`src/rtl/video_timing_detect.sv`:
```
// Video timing detector: measures active width/height from DE/VSYNC and locks after
// LOCK_FRAMES matching frames. Optional O_ERR_CNT under VIDEO_TIMING_DETECT_ERR_CNT_EN.
module video_timing_detect #(
  parameter int CNT_W       = 12,
  parameter int LOCK_FRAMES = 2,
  parameter int HS_POL      = 1,
  parameter int VS_POL      = 1
) (
  input  logic             I_PCLK,
  input  logic             I_RST,
  input  logic [23:0]      I_PIX_DATA,
  input  logic             I_HSYNC,
  input  logic             I_VSYNC,
  input  logic             I_DE,
  output logic [23:0]      O_PIX_DATA,
  output logic             O_DE,
  output logic             O_HSYNC,
  output logic             O_VSYNC,
  output logic [CNT_W-1:0] O_PIX_COL,
  output logic [CNT_W-1:0] O_PIX_ROW,
  output logic             O_SOF,
  output logic [CNT_W-1:0] O_H_ACT,
  output logic [CNT_W-1:0] O_V_ACT,
  output logic             O_LOCKED
`ifdef VIDEO_TIMING_DETECT_ERR_CNT_EN
  ,
  output logic [7:0]       O_ERR_CNT
`endif
);

  typedef enum logic [1:0] {UNLOCKED = 2'd0, ACQUIRE = 2'd1, LOCKED = 2'd2} state_t;

  localparam logic [CNT_W-1:0] CNT_MAX = {CNT_W{1'b1}};
  localparam logic             VS_ACT  = VS_POL[0];
  localparam logic [4:0]       LOCK_N  = 5'(LOCK_FRAMES);

  // HSYNC is a pure passthrough, so its polarity never enters the logic.
  logic unused_hs_pol;
  assign unused_hs_pol = HS_POL[0];

  logic [23:0]      pix_q;
  logic             de_q, hs_q, vs_q;
  logic [CNT_W-1:0] col_q, col_d, row_q, row_d;
  logic             sof_q, sof_d, sof_pend_q, sof_pend_d;
  logic             ovf_q, ovf_d, inc_q, inc_d, armed_q, armed_d;
  logic             first_done_q, first_done_d;
  logic [CNT_W-1:0] first_w_q, first_w_d;
  logic [CNT_W-1:0] h_act_q, h_act_d, v_act_q, v_act_d;
  logic [3:0]       match_q, match_d;
  state_t           state_q, state_d;

  logic             boundary, de_rise, de_fall, col_max, col_ovf, row_ovf, w_ovf;
  logic             line_bad, consistent, eval, same, live_bad;
  logic [CNT_W-1:0] line_w;
  logic [4:0]       match_inc;

  always_comb begin
    boundary = (I_VSYNC == VS_ACT) && (vs_q != VS_ACT);
    de_rise  = I_DE && !de_q;
    de_fall  = !I_DE && de_q;
    col_max  = (col_q == CNT_MAX);
    line_w   = col_q + CNT_W'(1);
    // A line of exactly 2^CNT_W pixels has an unrepresentable width.
    w_ovf    = de_fall && col_max;

    col_d   = col_q;
    col_ovf = 1'b0;
    if (de_rise)      col_d = '0;
    else if (I_DE) begin
      if (col_max)    col_ovf = 1'b1;
      else            col_d   = col_q + CNT_W'(1);
    end

    row_d   = row_q;
    row_ovf = 1'b0;
    if (boundary)     row_d = '0;
    else if (de_fall) begin
      if (row_q == CNT_MAX) row_ovf = 1'b1;
      else                  row_d   = row_q + CNT_W'(1);
    end

    line_bad     = de_fall && first_done_q && (line_w != first_w_q);
    first_done_d = first_done_q;
    first_w_d    = first_w_q;
    if (boundary) first_done_d = 1'b0;
    else if (de_fall && !first_done_q) begin
      first_done_d = 1'b1;
      first_w_d    = line_w;
    end

    ovf_d   = boundary ? 1'b0 : (ovf_q | col_ovf | row_ovf | w_ovf);
    inc_d   = boundary ? 1'b0 : (inc_q | line_bad);
    armed_d = armed_q | boundary;

    // Boundary wins over a coincident DE rise, so that line becomes row 0.
    sof_d      = I_DE && (boundary || sof_pend_q);
    sof_pend_d = boundary ? !I_DE : (sof_pend_q && !I_DE);
  end

  // Lock FSM: evaluated at armed boundaries, plus a mid-frame watchdog in LOCKED.
  always_comb begin
    consistent = (row_q != '0) && !ovf_q && !inc_q;
    eval       = boundary && armed_q;
    same       = (first_w_q == h_act_q) && (row_q == v_act_q);
    live_bad   = (line_w != h_act_q) || w_ovf || (row_q >= v_act_q);
    match_inc  = {1'b0, match_q} + 5'd1;

    state_d = state_q;
    match_d = match_q;
    h_act_d = h_act_q;
    v_act_d = v_act_q;
    case (state_q)
      UNLOCKED: begin
        if (eval && consistent) begin
          h_act_d = first_w_q;
          v_act_d = row_q;
          match_d = 4'd1;
          state_d = (LOCK_N <= 5'd1) ? LOCKED : ACQUIRE;
        end
      end
      ACQUIRE: begin
        if (eval) begin
          if (!consistent) begin
            state_d = UNLOCKED;
            match_d = 4'd0;
          end else if (same) begin
            match_d = match_inc[3:0];
            if (match_inc >= LOCK_N) state_d = LOCKED;
          end else begin
            h_act_d = first_w_q;
            v_act_d = row_q;
            match_d = 4'd1;
          end
        end
      end
      LOCKED: begin
        if (eval) begin
          if (!consistent || !same) begin
            state_d = UNLOCKED;
            match_d = 4'd0;
          end
        end else if (de_fall && live_bad) begin
          state_d = UNLOCKED;
          match_d = 4'd0;
        end
      end
      default: begin
        state_d = UNLOCKED;
        match_d = 4'd0;
      end
    endcase
  end

  always_ff @(posedge I_PCLK or posedge I_RST) begin
    if (I_RST) begin
      pix_q        <= '0;
      de_q         <= 1'b0;
      hs_q         <= 1'b0;
      vs_q         <= 1'b0;
      col_q        <= '0;
      row_q        <= '0;
      sof_q        <= 1'b0;
      sof_pend_q   <= 1'b0;
      ovf_q        <= 1'b0;
      inc_q        <= 1'b0;
      armed_q      <= 1'b0;
      first_done_q <= 1'b0;
      first_w_q    <= '0;
      h_act_q      <= '0;
      v_act_q      <= '0;
      match_q      <= '0;
      state_q      <= UNLOCKED;
    end else begin
      pix_q        <= I_PIX_DATA;
      de_q         <= I_DE;
      hs_q         <= I_HSYNC;
      vs_q         <= I_VSYNC;
      col_q        <= col_d;
      row_q        <= row_d;
      sof_q        <= sof_d;
      sof_pend_q   <= sof_pend_d;
      ovf_q        <= ovf_d;
      inc_q        <= inc_d;
      armed_q      <= armed_d;
      first_done_q <= first_done_d;
      first_w_q    <= first_w_d;
      h_act_q      <= h_act_d;
      v_act_q      <= v_act_d;
      match_q      <= match_d;
      state_q      <= state_d;
    end
  end

`ifdef VIDEO_TIMING_DETECT_ERR_CNT_EN
  logic [7:0] err_cnt_q, err_cnt_d;

  always_comb begin
    err_cnt_d = err_cnt_q;
    if (state_q == LOCKED && state_d == UNLOCKED && err_cnt_q != 8'hFF)
      err_cnt_d = err_cnt_q + 8'd1;
  end

  always_ff @(posedge I_PCLK or posedge I_RST) begin
    if (I_RST) err_cnt_q <= 8'd0;
    else       err_cnt_q <= err_cnt_d;
  end

  assign O_ERR_CNT = err_cnt_q;
`endif

  assign O_PIX_DATA = pix_q;
  assign O_DE       = de_q;
  assign O_HSYNC    = hs_q;
  assign O_VSYNC    = vs_q;
  assign O_PIX_COL  = col_q;
  assign O_PIX_ROW  = row_q;
  assign O_SOF      = sof_q;
  assign O_H_ACT    = h_act_q;
  assign O_V_ACT    = v_act_q;
  assign O_LOCKED   = (state_q == LOCKED);

endmodule

```
`config.mk`:
```
export PLATFORM = sky130hd
export DESIGN_NAME = video_timing_detect
export DESIGN_NICKNAME = d
export VERILOG_FILES = /design/src/rtl/video_timing_detect.sv
export SDC_FILE = /design/constraint.sdc
export NUM_CORES = 1
export LEC_CHECK = 0
export BUFFER_PORTS_ARGS = -buffer_cell sky130_fd_sc_hd__buf_2
export CAP_MARGIN = 20
export CELL_PAD_IN_SITES_DETAIL_PLACEMENT = 1
export CELL_PAD_IN_SITES_GLOBAL_PLACEMENT = 1
export CORE_ASPECT_RATIO = 1.1
export CORE_UTILIZATION = 42
export CTS_BUF_LIST = sky130_fd_sc_hd__clkbuf_4 sky130_fd_sc_hd__clkbuf_8 sky130_fd_sc_hd__clkbuf_16
export CTS_CLUSTER_DIAMETER = 100
export DETAILED_ROUTE_END_ITERATION = 16
export GPL_TIMING_DRIVEN = 0
export PLACE_DENSITY = 0.81
export RECOVER_POWER = 25
export SYNTH_ARGS = -nofsm -noshare
export SYNTH_HDL_FRONTEND = slang
export SYNTH_SLANG_ARGS = --single-unit
```
`constraint.sdc`:
```
create_clock -name I_PCLK -period 3.83 [get_ports I_PCLK]
set_input_delay 0.766 -clock I_PCLK [delete_from_list [all_inputs] [get_ports I_PCLK]]
set_output_delay 0.766 -clock I_PCLK [all_outputs]
set_load 0.005 [all_outputs]
```
Yosys cells after proc, flatten, opt, wreduce, memory -nomap -nowiden

Cells that the tools add are included.

Add/subtract/negate cells: 3
Multipliers: 0
Divide/modulo/power cells: 0
$lt $le $gt $ge: 2
Equality and inequality tests: 18
Shift-type cells: 0
Mux-type cells: 44
Bitwise gates (word level): 7
Reductions and logical operators: 38

Operators with widths:

| operator                | number |
|---|---|
| $mux W12                | 14 |
| $pmux W12 S2            | 2 |
| $mux W4                 | 7 |
| $add A12 B1 Y12 const B | 2 |
| $eq A12 B12 Y1          | 2 |
| $eq A12 B12 Y1 const B  | 2 |
| $ne A12 B12 Y1          | 2 |
| $mux W2                 | 8 |
| $logic_and A1 B1 Y1     | 15 |
| $ge A12 B12 Y1          | 1 |
| $ne A2 B2 Y1 const B    | 6 |
| $pmux W4 S3             | 1 |
| $reduce_bool A12 Y1     | 1 |
| $mux W1                 | 11 |
| $reduce_bool A2 Y1      | 4 |
| $logic_not A1 Y1        | 7 |
| $ne A3 B3 Y1 const B    | 2 |
| $pmux W2 S3             | 1 |
| $reduce_and A2 Y1       | 3 |
| $reduce_and A6 Y1       | 1 |
| $add A4 B1 Y5 const B   | 1 |
| $ge A5 B2 Y1 const B    | 1 |
| $or A1 B1 Y1            | 5 |
| $reduce_and A5 Y1       | 1 |
| 8 further kinds         | 12 |

Bits in registers: 99
Bits in latches: 0
Bits in writable memories: 0
ROM bits: 0
Logic and storage cells: 129
Memories: 0

Logic depth before layout (Yosys ltp)

Depth after elaboration: 9
Depth in mapped cells: 9
Depth with buffers taken out: 9

Worst setup path after synthesis

No wires, ideal clock.

Kind: reg-to-reg
Start: reg row_q[0], in the netlist O_PIX_ROW[0]
End: reg h_act_q[0], in the netlist O_H_ACT[0]
Setup time: 125 ps
Arrival time: 2661 ps
Data required time: 3705 ps
Slack: 1044 ps
Stages on the path, launching flop included: 8
Buffers on the path: 1
Path through: dfrtp_1 inv_1 ha_1 nor3b_1 a311o_1 a2111oi_2 buf_2 mux2_2

Longest elaborated chain between the ends: 6

RTL lines:

| item                              | line | source |
|---|---|---|
| from (decl)                       | 43   | `logic [CNT_W-1:0] col_q, col_d, row_q, row_d;` |
| from (signal assigned)            | 179  | `row_q <= row_d;` |
| $reduce_bool A12 Y1               | 102  | `consistent = (row_q != '0) && !ovf_q && !inc_q;` |
| $logic_and A1 B1 Y1 (2 in series) | 102  |  |
| $logic_and A1 B1 Y1               | 114  | `if (eval && consistent) begin` |
| $ne A2 B2 Y1 (no line)            | --   |  |
| $reduce_and A5 Y1 (no line) *     | --   |  |
| to (signal assigned)              | 187  | `h_act_q <= h_act_d;` |
| to (decl)                         | 48   | `logic [CNT_W-1:0] h_act_q, h_act_d, v_act_q, v_act_d;` |

Mark *: on every way between the ends. The rest lies on a longest branch, timed or not.
A chain may end at the register's enable or synchronous reset.

Worst setup path in the final report

Start: reg row_q[9], in the netlist O_PIX_ROW[9]
End: reg match_q[1]

Longest elaborated chain between the ends: 7

RTL lines:

| item                                                                   | line | source |
|---|---|---|
| parallel branches: the longest is 7 deep, another holds $ge A12 B12 Y1 | --   |  |
| to (signal assigned)                                                   | 189  | `match_q <= match_d;` |
| to (decl)                                                              | 49   | `logic [3:0] match_q, match_d;` |

Parallel ways; which one is timed is not known. The select of a mux whose other input is x is not followed.

==> impl_metrics.csv <==
group,metric,value,unit
run_status,outcome,"complete, but fails checks",
run_status,violations,"max-capacitance violations, max-slew violations",
route,routed_wl,13500,µm
global_routing,grt_pass1_vias,4420,
yosys,synth_edf_count,0,
clocking,cts_tree,"built",
clocking,htree_levels,3,
placed_design,hpwl,10000,µm
yosys,synth_compound_area_frac,0.107,
worst_hold_path,hp-class,"flip-flop to flip-flop",
yosys,synth-async-reset-ratio,1.00,
route,vias_per_cell,5.44,
route,drc,0,
clocking,cts_hold_buf,0,
worst_hold_path,worstHoldPathCells,2,
clocking,clk_latency,0.36,ns
global_routing,grt-ovfl-total,0,
global_routing,grt_max_degree,57,
worst_setup_path,critPathMaxFanout,7,
worst_setup_path,path_buf_inv,0,
worst_setup_path,setup.worst_path.start_class,"flip-flop",
route,vias,4138,
final_layout,diodes,0,
placed_design,port_buffers,105,
die,io_pins,106,
clocking,clk_path_buf_depth,2,
sta,finalCritPeriodShare,0.855,
clocking,root_buffer,"clkbuf_16",
worst_setup_path,path_delay_family,"simple AND/OR/NAND/NOR gates",
die,std_cell_rows,41,
die,dieArea,0.0122,mm²
route,first_iter_violations,159,
worst_setup_path,crit_cells,8,
yosys,synth_top_family_by_area,"simple AND/OR/NAND/NOR gates",
power,p_leak,2.78,nW
yosys,syn_area,0.00494,mm²
final_layout,nets,651,
yosys,synth-main-ff-cell,"dfrtp_1",
clocking,post_cts_buffers,0,
sta,relSlewSlack,-0.340,
yosys,avgSynthCellArea,10.1,µm²
die,initial_core_util,0.430,
route,drtPass1Iterations,4,
sta,fin_skew,0.00680,ns
yosys,synthSimpleGateAreaFrac,0.164,
worst_setup_path,cp_cell_sequence,"ha_1, nand4_1, or3_1, nor4_2, a22oi_1, o22ai_1, a21oi_2, mux2_2",
worst_setup_path,slowest_delay,0.58,ns
die,dieWidth,105,µm
sta,rsz0062_at_grt,"false",
clocking,cts_sinks,99,
final_layout,area_delta_synth_final,21.1,%
placed_design,dp.cells,744,
clocking,cts_buffers,9,
yosys,synthMuxAreaShare,0.0423,
worst_hold_path,min_from,"sof_pend_q",
yosys,ys_seq_area_frac,0.501,
die,coreArea,0.0115,mm²
yosys,syn_nets,533,
die,dieHeight,116,µm
final_layout,fill_cells,1336,
yosys,syn_inst,487,
sta,layout_min_cycle_time,3.28,ns
clocking,clk_pin_slew,0.07,ns
yosys,synth.distinct_cells,53,
final_layout,fin_cells,760,
sta,setup_viol,0,
worst_setup_path,ff2ff_path_depth,8,
yosys,synth_xor_area_frac,0.104,
yosys,synth_fa_ha_area_frac,0.0430,
route,wire_per_inst,17.8,µm
global_routing,antenna_found_initial,0,
worst_setup_path,worst_setup_path_end_kind,"flip-flop",
power,power_density,469,mW/mm²
worst_setup_path,crit_type,"flip-flop to flip-flop",
placed_design,pre_cts_ws,0.629,ns
power,ir_worst_vdd,0.246,mV
sta,setup_ws,0.554,ns
job,maxCapViolations,1,
yosys,yosysWarningCount,0,
route,ant_nets,0,
sta,hold_viol,0,
sta,slew_viol_final,44,
global_routing,grt_pass1_wl,22300,µm
placed_design,gp_congestion,0.862,
sta,tightest_slew,2.00,ns
worst_setup_path,crit_path_start,"O_PIX_ROW[9]",
clocking,cts_resized,0,
yosys,synth-seq-cells,99,
power,finalPower,2.81,mW
final_layout,drive_gt1_frac,0.254,
worst_setup_path,worstPathRequired,4.07,ns
sta,clock.fmax,305,MHz
worst_setup_path,cp_slowest_cell,"nor4_2",
global_routing,globalRouteTotalUtil,0.239,
worst_setup_path,cp.arrival,3.51,ns
worst_setup_path,r2r-start,"O_PIX_ROW[9]",
[sequential cells by signal (all words and copies together) (netlist names)]
name,flops
first_done_q,1
O_DE,1
O_VSYNC,1
O_HSYNC,1
O_PIX_DATA,24
O_H_ACT,12
O_PIX_COL,12
O_SOF,1
armed_q,1
inc_q,1
match_q,4
O_PIX_ROW,12
state_q,2
O_V_ACT,12
first_w_q,12
ovf_q,1
sof_pend_q,1
[tightest hold or removal path: cells and delay by family, from the launching register on]
family,cells,cell delay (ns)
flops,1,0.32
simple gates,2,0.12
[power breakdown]
part | leakage, nW | total, mW | internal, mW | switching (mW)
Combinational | 1.35 | 0.678 | 0.291 | 0.387
Clock | 0.141 | 0.900 | 0.458 | 0.442
Sequential | 1.29 | 1.23 | 1.14 | 0.0929
Total | 2.78 | 2.81 | 1.89 | 0.922
[cells by family after synthesis]
| family | Yosys count |
|---|---|
| mux | 19 |
| xor+xnor | 57 |
| simple gates | 160 |
| buf+inv | 48 |
| compound gates | 87 |
| fa+ha+maj | 17 |
| flops | 99 |
[synth_stat cells, types with 3 or more instances]
| cell type | instances | area share |
|---|---|---|
| buf_2 | 7 | 0.0071 |
| ha_1 | 17 | 0.043 |
| nand2_1 | 54 | 0.041 |
| xnor2_1 | 37 | 0.066 |
| nand3_1 | 20 | 0.020 |
| nor2_1 | 26 | 0.020 |
| and3_1 | 5 | 0.0063 |
| xor2_1 | 19 | 0.034 |
| clkbuf_2 | 3 | 0.0030 |
| a21oi_1 | 16 | 0.016 |
| nor4_1 | 5 | 0.0063 |
| dfrtp_1 | 99 | 0.50 |
| or3_1 | 5 | 0.0063 |
| nand2b_1 | 3 | 0.0038 |
| inv_1 | 24 | 0.018 |
| or4_1 | 3 | 0.0046 |
| nand4_1 | 13 | 0.016 |
| o21ai_0 | 41 | 0.042 |
| mux2_2 | 15 | 0.034 |
| mux2i_1 | 4 | 0.0081 |
| o31ai_1 | 9 | 0.014 |
| and4_1 | 3 | 0.0053 |
| nor2b_1 | 5 | 0.0063 |
| nor3_1 | 5 | 0.0051 |
| clkbuf_1 | 14 | 0.011 |
[layer usage]
layer | vias to the layer above | track usage | share of wire
met3 | 19 | 0.0461 | 0.040
met1 | 2092 | 0.284 | 0.42
met4 | 0 | 0.0761 | 0.016
li1 | 1926 | - | -
met2 | 101 | 0.437 | 0.52
met5 | - | 0 | 0
[per-stage QoR]
stage	setup TNS, ns	instance area, µm²	utilization	hold WS, ns
after global placement	-65.48	5660	0.492	0.462
after global routing	0	5980	0.521	0.496
final	0	5980	0.521	0.484
after CTS	0	5990	0.521	0.485
after floorplan	0	4940	-	0.452
after detailed placement	0	5690	0.495	0.473
[layout make-up]
class	count	area, µm²	share of cell area
inverters	24	91.3	0.0153
plain buffers	24	103	0.0171
well taps	150	188	0.0314
clock buffers	9	225	0.0376
flip-flops and latches	99	2480	0.414
repair buffers	107	558	0.0932
clock inverters	7	70.1	0.0117
multi-input cells	340	2270	0.380
[worst paths after layout]
check / end / slack, ns
max in group asynchronous: O_DE / 1.95
min: sof_pend_q / 0.48
max reg2reg: match_q[1] / 0.55
min in group asynchronous: O_PIX_DATA[5] / 0.91
min reg2reg: sof_pend_q / 0.48
max: match_q[1] / 0.55
[placed cells by master (no fill, tap or decap), types with 2 or more instances in the layout]
master / count
a21oi_1: 16
a22oi_1: 2
a31oi_1: 2
and2_1: 2
and3_1: 5
and4_1: 3
buf_2: 110
clkbuf_1: 16
clkbuf_16: 9
clkbuf_2: 3
clkinv_4: 2
dfrtp_1: 99
ha_1: 17
inv_1: 23
inv_6: 2
mux2_2: 15
mux2i_1: 4
nand2_1: 54
nand2b_1: 3
nand3_1: 20
nand4_1: 13
nor2_1: 26
nor2b_1: 5
nor3_1: 5
nor3b_1: 2
nor4_1: 5
nor4_2: 2
o211ai_1: 2
o21ai_0: 41
o22ai_1: 2
o31ai_1: 9
or3_1: 5
or4_1: 3
xnor2_1: 37
xor2_1: 19
No activity file was read; power rests on OpenSTA's default activity.
